### src/rtl/cfs_md_rx_master.sv
// cfs_md_rx_master
//   MD initiator that takes commands from a 2-entry FIFO and drives them onto
//   the MD receive interface. Each transfer completes when the responder
//   returns md_rx_ready. The block counts good and errored completions in
//   saturating counters. An optional idle gap can be enforced between transfers.
//
// Ports
//   md_rx_clk     clock for all logic
//   preset_n      asynchronous active-low reset
//   cnt_clr       synchronous clear of cnt_sent / cnt_err (wins over increment)
//   cmd_valid     command push request
//   cmd_data      command payload
//   cmd_offset    command offset
//   cmd_size      command size
//   cmd_ready     FIFO has room (registered occupancy < 2)
//   md_rx_valid   transfer in progress
//   md_rx_data    transfer payload, held while md_rx_valid is low
//   md_rx_offset  transfer offset, held while md_rx_valid is low
//   md_rx_size    transfer size, held while md_rx_valid is low
//   md_rx_ready   responder completes the transfer
//   md_rx_err     error response, sampled only on completion
//   cnt_sent      saturating count of error-free completions
//   cnt_err       saturating count of errored completions
//   busy          FSM not idle or FIFO not empty

module cfs_md_rx_master #(
  parameter  int ALGN_DATA_WIDTH = 32,
  parameter  int CNT_WIDTH       = 8,
  parameter  int GAP_CYCLES      = 0,
  localparam int OFFSET_W        = (ALGN_DATA_WIDTH <= 8) ? 1 : $clog2(ALGN_DATA_WIDTH / 8),
  localparam int SIZE_W          = $clog2(ALGN_DATA_WIDTH / 8) + 1
) (
  input  logic                       md_rx_clk,
  input  logic                       preset_n,
  input  logic                       cnt_clr,
  input  logic                       cmd_valid,
  input  logic [ALGN_DATA_WIDTH-1:0] cmd_data,
  input  logic [OFFSET_W-1:0]        cmd_offset,
  input  logic [SIZE_W-1:0]          cmd_size,
  output logic                       cmd_ready,
  output logic                       md_rx_valid,
  output logic [ALGN_DATA_WIDTH-1:0] md_rx_data,
  output logic [OFFSET_W-1:0]        md_rx_offset,
  output logic [SIZE_W-1:0]          md_rx_size,
  input  logic                       md_rx_ready,
  input  logic                       md_rx_err,
  output logic [CNT_WIDTH-1:0]       cnt_sent,
  output logic [CNT_WIDTH-1:0]       cnt_err,
  output logic                       busy
);

  localparam int GAP_W = (GAP_CYCLES < 2) ? 1 : $clog2(GAP_CYCLES + 1);

  typedef enum logic [1:0] {
    StIdle,
    StDrive,
    StGap
  } state_e;

  state_e                     r_state;
  state_e                     w_state_nxt;

  logic [ALGN_DATA_WIDTH-1:0] r_fifo_data   [2];
  logic [OFFSET_W-1:0]        r_fifo_offset [2];
  logic [SIZE_W-1:0]          r_fifo_size   [2];
  logic                       r_wr_ptr;
  logic                       r_rd_ptr;
  logic [1:0]                 r_occ;

  logic                       r_md_valid;
  logic [ALGN_DATA_WIDTH-1:0] r_md_data;
  logic [OFFSET_W-1:0]        r_md_offset;
  logic [SIZE_W-1:0]          r_md_size;
  logic [GAP_W-1:0]           r_gap_cnt;
  logic [CNT_WIDTH-1:0]       r_cnt_sent;
  logic [CNT_WIDTH-1:0]       r_cnt_err;

  logic                       w_push;
  logic                       w_load;
  logic                       w_done;
  logic                       w_clr_valid;
  logic                       w_gap_load;
  logic                       w_gap_dec;
  logic                       w_fifo_nempty;

  assign cmd_ready     = (r_occ < 2'd2);
  assign w_push        = cmd_valid & cmd_ready;
  assign w_fifo_nempty = (r_occ != 2'd0);
  // md_rx_err is only meaningful on a valid & ready edge
  assign w_done        = r_md_valid & md_rx_ready;

  // Next-state / control
  always_comb begin
    w_state_nxt = r_state;
    w_load      = 1'b0;
    w_clr_valid = 1'b0;
    w_gap_load  = 1'b0;
    w_gap_dec   = 1'b0;
    unique case (r_state)
      StIdle: begin
        if (w_fifo_nempty) begin
          w_load      = 1'b1;
          w_state_nxt = StDrive;
        end
      end
      StDrive: begin
        if (w_done) begin
          if (GAP_CYCLES == 0) begin
            if (w_fifo_nempty) begin
              // back-to-back: next command replaces the finished one, valid stays high
              w_load = 1'b1;
            end else begin
              w_clr_valid = 1'b1;
              w_state_nxt = StIdle;
            end
          end else begin
            w_clr_valid = 1'b1;
            w_gap_load  = 1'b1;
            w_state_nxt = StGap;
          end
        end
      end
      StGap: begin
        w_gap_dec = (r_gap_cnt != '0);
        // last idle cycle: leave on this edge so the gap is exactly GAP_CYCLES long
        if (r_gap_cnt <= GAP_W'(1)) begin
          if (w_fifo_nempty) begin
            w_load      = 1'b1;
            w_state_nxt = StDrive;
          end else begin
            w_state_nxt = StIdle;
          end
        end
      end
      default: w_state_nxt = StIdle;
    endcase
  end

  always_ff @(posedge md_rx_clk or negedge preset_n) begin
    if (!preset_n) begin
      r_state <= StIdle;
    end else begin
      r_state <= w_state_nxt;
    end
  end

  // Command FIFO
  always_ff @(posedge md_rx_clk or negedge preset_n) begin
    if (!preset_n) begin
      for (int i = 0; i < 2; i++) begin
        r_fifo_data[i]   <= '0;
        r_fifo_offset[i] <= '0;
        r_fifo_size[i]   <= '0;
      end
      r_wr_ptr <= 1'b0;
      r_rd_ptr <= 1'b0;
      r_occ    <= 2'd0;
    end else begin
      if (w_push) begin
        r_fifo_data[r_wr_ptr]   <= cmd_data;
        r_fifo_offset[r_wr_ptr] <= cmd_offset;
        r_fifo_size[r_wr_ptr]   <= cmd_size;
        r_wr_ptr                <= ~r_wr_ptr;
      end
      if (w_load) begin
        r_rd_ptr <= ~r_rd_ptr;
      end
      r_occ <= r_occ + {1'b0, w_push} - {1'b0, w_load};
    end
  end

  // MD output registers and gap counter
  always_ff @(posedge md_rx_clk or negedge preset_n) begin
    if (!preset_n) begin
      r_md_valid  <= 1'b0;
      r_md_data   <= '0;
      r_md_offset <= '0;
      r_md_size   <= '0;
      r_gap_cnt   <= '0;
    end else begin
      if (w_load) begin
        r_md_valid  <= 1'b1;
        r_md_data   <= r_fifo_data[r_rd_ptr];
        r_md_offset <= r_fifo_offset[r_rd_ptr];
        r_md_size   <= r_fifo_size[r_rd_ptr];
      end else if (w_clr_valid) begin
        r_md_valid <= 1'b0;
      end
      if (w_gap_load) begin
        r_gap_cnt <= GAP_W'(GAP_CYCLES);
      end else if (w_gap_dec) begin
        r_gap_cnt <= r_gap_cnt - 1'b1;
      end
    end
  end

  // Saturating status counters; clear wins over a same-edge increment
  always_ff @(posedge md_rx_clk or negedge preset_n) begin
    if (!preset_n) begin
      r_cnt_sent <= '0;
      r_cnt_err  <= '0;
    end else if (cnt_clr) begin
      r_cnt_sent <= '0;
      r_cnt_err  <= '0;
    end else if (w_done) begin
      if (md_rx_err) begin
        if (r_cnt_err != '1) begin
          r_cnt_err <= r_cnt_err + 1'b1;
        end
      end else if (r_cnt_sent != '1) begin
        r_cnt_sent <= r_cnt_sent + 1'b1;
      end
    end
  end

  assign md_rx_valid  = r_md_valid;
  assign md_rx_data   = r_md_data;
  assign md_rx_offset = r_md_offset;
  assign md_rx_size   = r_md_size;
  assign cnt_sent     = r_cnt_sent;
  assign cnt_err      = r_cnt_err;
  assign busy         = (r_state != StIdle) || w_fifo_nempty;

endmodule
### config.mk
export PLATFORM = sky130hd
export DESIGN_NAME = cfs_md_rx_master
export DESIGN_NICKNAME = d
export VERILOG_FILES = /design/src/rtl/cfs_md_rx_master.sv
export SDC_FILE = /design/constraint.sdc
export NUM_CORES = 1
export LEC_CHECK = 0
export CORE_MARGIN = 8
export CORE_UTILIZATION = 50
export CTS_CLUSTER_DIAMETER = 40
export CTS_CLUSTER_SIZE = 16
export DETAILED_ROUTE_END_ITERATION = 8
export PLACE_DENSITY = 0.85
export REMOVE_ABC_BUFFERS = 1
export SKIP_CTS_REPAIR_TIMING = 1
export SYNTH_ARGS = -nofsm -noshare
export SYNTH_HDL_FRONTEND = slang
export SYNTH_SLANG_ARGS = --single-unit
export TNS_END_PERCENT = 20
### constraint.sdc
create_clock -name md_rx_clk -period 4.7 [get_ports md_rx_clk]
set_input_delay 0.94 -clock md_rx_clk [delete_from_list [all_inputs] [get_ports md_rx_clk]]
set_output_delay 0.94 -clock md_rx_clk [all_outputs]
set_load 0.005 [all_outputs]
; After elaboration in Yosys (flattened, before gate mapping)
; Index checks and enable logic that the tools add are counted.
; Widths: inputs -> output; s select.
[totals]
reg_bits = 135
inputBits = 43
output_inout_bits = 56
wordCells = 97
[classes]
addsub = 5
magnitude_cmp = 5
n_eq_ne = 9
n_mux = 42
bitwise = 6
reduce_logical = 13
[op_table]
columns = operator, n
row1 = $mux 32, 4
row2 = $bwmux 64, 1
row3 = $mux 8, 8
row4 = $demux 32 s1, 1
row5 = $add 8x1->8 const B, 2
row6 = $mux 2, 8
row7 = $ne 8x8->1 const B, 2
row8 = $reduce_bool 2->1, 7
row9 = $mux 3, 4
row10 = $mux 1, 10
row11 = $ne 2x2->1 const B, 5
row12 = $bwmux 6, 1
row13 = $pmux 2 s3, 1
row14 = $reduce_and 3->1, 2
row15 = $bwmux 4, 1
row16 = $ge 2x2->1 const B, 2
row17 = $not 1->2, 2
row18 = $reduce_and 4->1, 1
row19 = $demux 3 s1, 1
row20 = $pmux 1 s3, 1
row21 = $add 2x1->2, 1
row22 = $and 1x1->1, 2
row23 = $demux 2 s1, 1
row24 = $eq 2x1->1 const B, 1
row25 = other kinds (10), 11

; Logic depth before layout (Yosys ltp)
[depth]
depth_word = 6
depth_mapped = 9
ltp_nobuf = 7

; Least setup slack after synthesis
; OpenSTA, ideal clock, no wires.
[synth_path]
kind = input to register
startpoint = input md_rx_ready
endpoint = register r_occ[1]
setup_time_ns = 0.080
arrival_time_ns = 2.278
required_time_ns = 4.620
setup_slack_ns = 2.342
cell_stages = 9
path_buffers = 2
cell_sequence = nand2_1 > a21oi_1 > buf_2 > buf_2 > ha_1 > inv_1 > ha_1 > xnor2_1 > xnor2_1
[synth_between]
elab_chain_cells = 4
[synth_lines]
columns = element, line_no
row1 = from (decl), 45  ; input logic md_rx_ready,
row2 = $and 1x1->1, 90  ; assign w_done = r_md_valid & md_rx_ready;
row3 = $mux 1, 107  ; if (w_done) begin
row4 = $pmux 1 s3, 99  ; unique case (r_state)
row5 = net w_load, 79  ; logic w_load;
row6 = $sub 2x1->2, 168  ; r_occ <= r_occ + {1'b0, w_push} - {1'b0, w_load};
row7 = to (signal assigned), 168
row8 = to (decl), 68  ; logic [1:0] r_occ;
; The timed path passes the listed nets, and every way through them passes these cells.
; A chain may end at the register's enable or synchronous reset.

; Worst setup path after layout
[layout_path]
startpoint = register r_occ[1]
endpoint = output busy
[layout_between]
elab_chain_cells = 2
[layout_lines]
columns = element, line_no
row1 = $reduce_bool 2->1, 88  ; assign w_fifo_nempty = (r_occ != 2'd0);
row2 = $logic_or 1x1->1, 222  ; assign busy = (r_state != StIdle) || w_fifo_nempty;
row3 = to (decl), 49  ; output logic busy
; Every way passes these cells.

==> results.md <==
* Reg area at 0.00333 mm^2
* Largest family of logic cells by synthesized area: multiplexers
* Post-synth ARST share at 1.00
* Hold WC Path Type: reg2reg
* Final Non-Filler Cells at 678
* CTS Sinks at 133
* Synthesized cell area at 0.00557 mm^2
* DR vias at 3647
* Std-Cell Rows at 38
* Final net count at 574
* Worst setup EP type: primary output
* Max cap viols at 0
* N_diodes at 0
* DRC violations left at 0
* DP Area at 0.00666 mm^2
* Yosys warning count at 0
* RSZ-0062 raised after global routing: false
* Synth Area in XOR/XNOR at 0.0220
* CTS root buf: clkbuf_8
* Final HPWL DP at 7.82 mm
* Area of the multi-input gates at 0.00213 mm^2
* Slew @ Worst Pin at 1.24 ns
* DRT Pass-1 Iters at 4
* PD cells at 689 mW/mm^2
* Chip height at 122 um
* Pin count of the biggest net entering global routing at 66
* Met3 Use GR at 0.0657
* Mux contribution to synthesized area at 0.220
* EDFF count, synth at 0
* Total grt overflow at 0
* Reg clk slew, reported paths at 0.06 ns
* H-tree depth at 4
* Antenna violations before repair at 0
* GR peak layer: met2
* Final Instance Area at 0.00728 mm^2
* Share of cells above drive strength 1 at 0.156
* Worst Setup Slack, final at 1.76 ns
* Endpoints failing hold at 0
* Number of routed nets with antenna violations at 0
* Pleak at 3.14 nW
* Die W at 122 um
* Met2 usage at 0.268
* CTS tree: done
* Global-route wire length before repair at 19.6 mm
* Post-synthesis adder-cell area fraction at 0.0112
* Dominant synthesized flop cell: dfrtp_1
* Die ar. at 0.0148 mm^2
* Tot Pwr at 5.02 mW
* Routed length per instance at 17.4 um
* Relative slew slack at 0.175
* Status: finished clean
* Final setup fails at 0
* Core ar. at 0.0108 mm^2
* Avg Inst Size Synth at 13.1 um^2
* Syn Inst Count at 427
* GRT Total Usage at 0.167
* CTS buffer count at 17
* Met1 Usage GRT at 0.205
* Hold WS at 0.491 ns
* Period utilization at 0.626
* GP Congestion at 0.837
* Post-place setup slack at 1.43 ns
* Arr. time, crit path at 2.00 ns
* Clock buffer depth at 2
* Distinct cells, synth at 37
* Max Fclk at 340 MHz
* Peak fanout along the critical path at 4
* WS Path Type: reg2out
* Clk_skew at 0.00830 ns
* Post-synthesis sequential area ratio at 0.597
* Vias in the first global route at 4019
* Fin util at 0.672
* Latest clock arrival within the worst-skew pair at 0.51 ns
* Max-slew violation count at 0
* CP Launch Type: register
* Synth Area in Compound Gates at 0.0572
* DRT Wirelength at 11.8 mm
* DP Cell Count at 647
* CP Data Required Time at 3.76 ns
* Min Tclk post-route at 2.94 ns
* Fillers at 813
* Yosys reg bits at 133
* I/O pins at 99
* Setup tns final at 0 ns
* Worst vdd ir at 0.404 mV
* First DRT Iteration DRCs at 248
* Layout area overhead at 30.6%
* DR vias/cell at 5.38
* Initial Utilization at 0.514
* Port bufs at 98
* Post-Synth Simple-Gate Area at 0.0709
[where the power goes]
group / switching [mW] / internal [mW]
sequential: 0.395 / 1.68
combinational: 0.658 / 0.937
clock: 0.456 / 0.889
[metal layers]
| layer | up-vias | share of wire |
|---|---|---|
| li1 | 1703 | - |
| met4 | 0 | 0.0044 |
| met2 | 93 | 0.48 |
| met3 | 4 | 0.068 |
| met1 | 1847 | 0.45 |
| met5 | - | 0 |
[synth_stat cells (2+ instances only)]
| library cell | count | area [um^2] |
|---|---|---|
| nand2_1 | 4 | 15.0 |
| xnor2_1 | 8 | 70.1 |
| nand3_1 | 3 | 15.0 |
| and3_1 | 4 | 25.0 |
| dfrtp_1 | 133 | 3330 |
| nor2_1 | 52 | 195 |
| xor2_1 | 6 | 52.6 |
| o211ai_1 | 3 | 22.5 |
| mux2i_1 | 39 | 390 |
| buf_2 | 14 | 70.1 |
| nand4_1 | 2 | 12.5 |
| clkbuf_1 | 6 | 22.5 |
| a211oi_1 | 3 | 22.5 |
| a21oi_1 | 42 | 210 |
| or4_1 | 2 | 15.0 |
| nand3_2 | 2 | 20.0 |
| ha_1 | 5 | 62.6 |
| or3_1 | 2 | 12.5 |
| inv_1 | 5 | 18.8 |
| o21ai_0 | 2 | 10.0 |
| and4bb_2 | 2 | 25.0 |
| mux2_2 | 39 | 439 |
| mux2_1 | 35 | 394 |
[sequential cells by signal, indices dropped and copies added, names as in the netlist]
signal,flops
md_rx_data,32
r_wr_ptr,1
r_occ,2
md_rx_valid,1
md_rx_offset,2
r_fifo_offset,4
cnt_err,8
r_rd_ptr,1
r_fifo_data,64
cnt_sent,8
r_state,1
r_fifo_size,6
md_rx_size,3
[path summary, 6_finish.rpt]
check	cells past startpoint	slack [ns]	to	from
setup reg to reg	7	2.48	r_occ[1]	md_rx_valid
setup / recovery	4	1.76	busy	r_occ[1]
hold reg to reg	1	0.49	r_fifo_data[21]	r_fifo_data[21]
max in group asynchronous	2	3.20	r_fifo_size[1]	preset_n
min in group asynchronous	1	0.52	cnt_sent[4]	preset_n
hold / removal	1	0.49	r_fifo_data[21]	r_fifo_data[21]
[cell families after synthesis]
family	count (synthesis)
flip-flops	133
multiplexers	113
AND/OR/NAND/NOR	79
AO/OA/AOI/OAI	56
buffers and inverters	27
XOR/XNOR	14
adder cells (fa/ha/maj)	5
[critical path: stages (launching register included)]
cell             delay [ns]
dfrtp_1                0.42
nor2_1                 0.36
ha_1                   0.22
inv_1                  0.05
clkdlybuf4s50_1        0.44
[cells in the final DEF (no fill, tap or decap), drive strengths merged, types with 4 or more instances in the layout]
| master | count |
|---|---|
| a21oi | 42 |
| and3 | 5 |
| buf | 4 |
| clkbuf | 24 |
| clkdlybuf4s50 | 97 |
| dfrtp | 133 |
| ha | 5 |
| inv | 6 |
| mux2 | 74 |
| mux2i | 39 |
| nand2 | 4 |
| nand3 | 5 |
| nor2 | 53 |
| xnor2 | 8 |
| xor2 | 6 |
[layout make-up]
cell class	instances	area share
clock buffer	24	0.0687
sequential	133	0.457
timing repair buffer	101	0.137
tap	140	0.0241
multi-input combinational	267	0.293
inverter	6	0.00309
clock inverter	7	0.0162
Note: power is estimated with default switching activity, not from simulation.
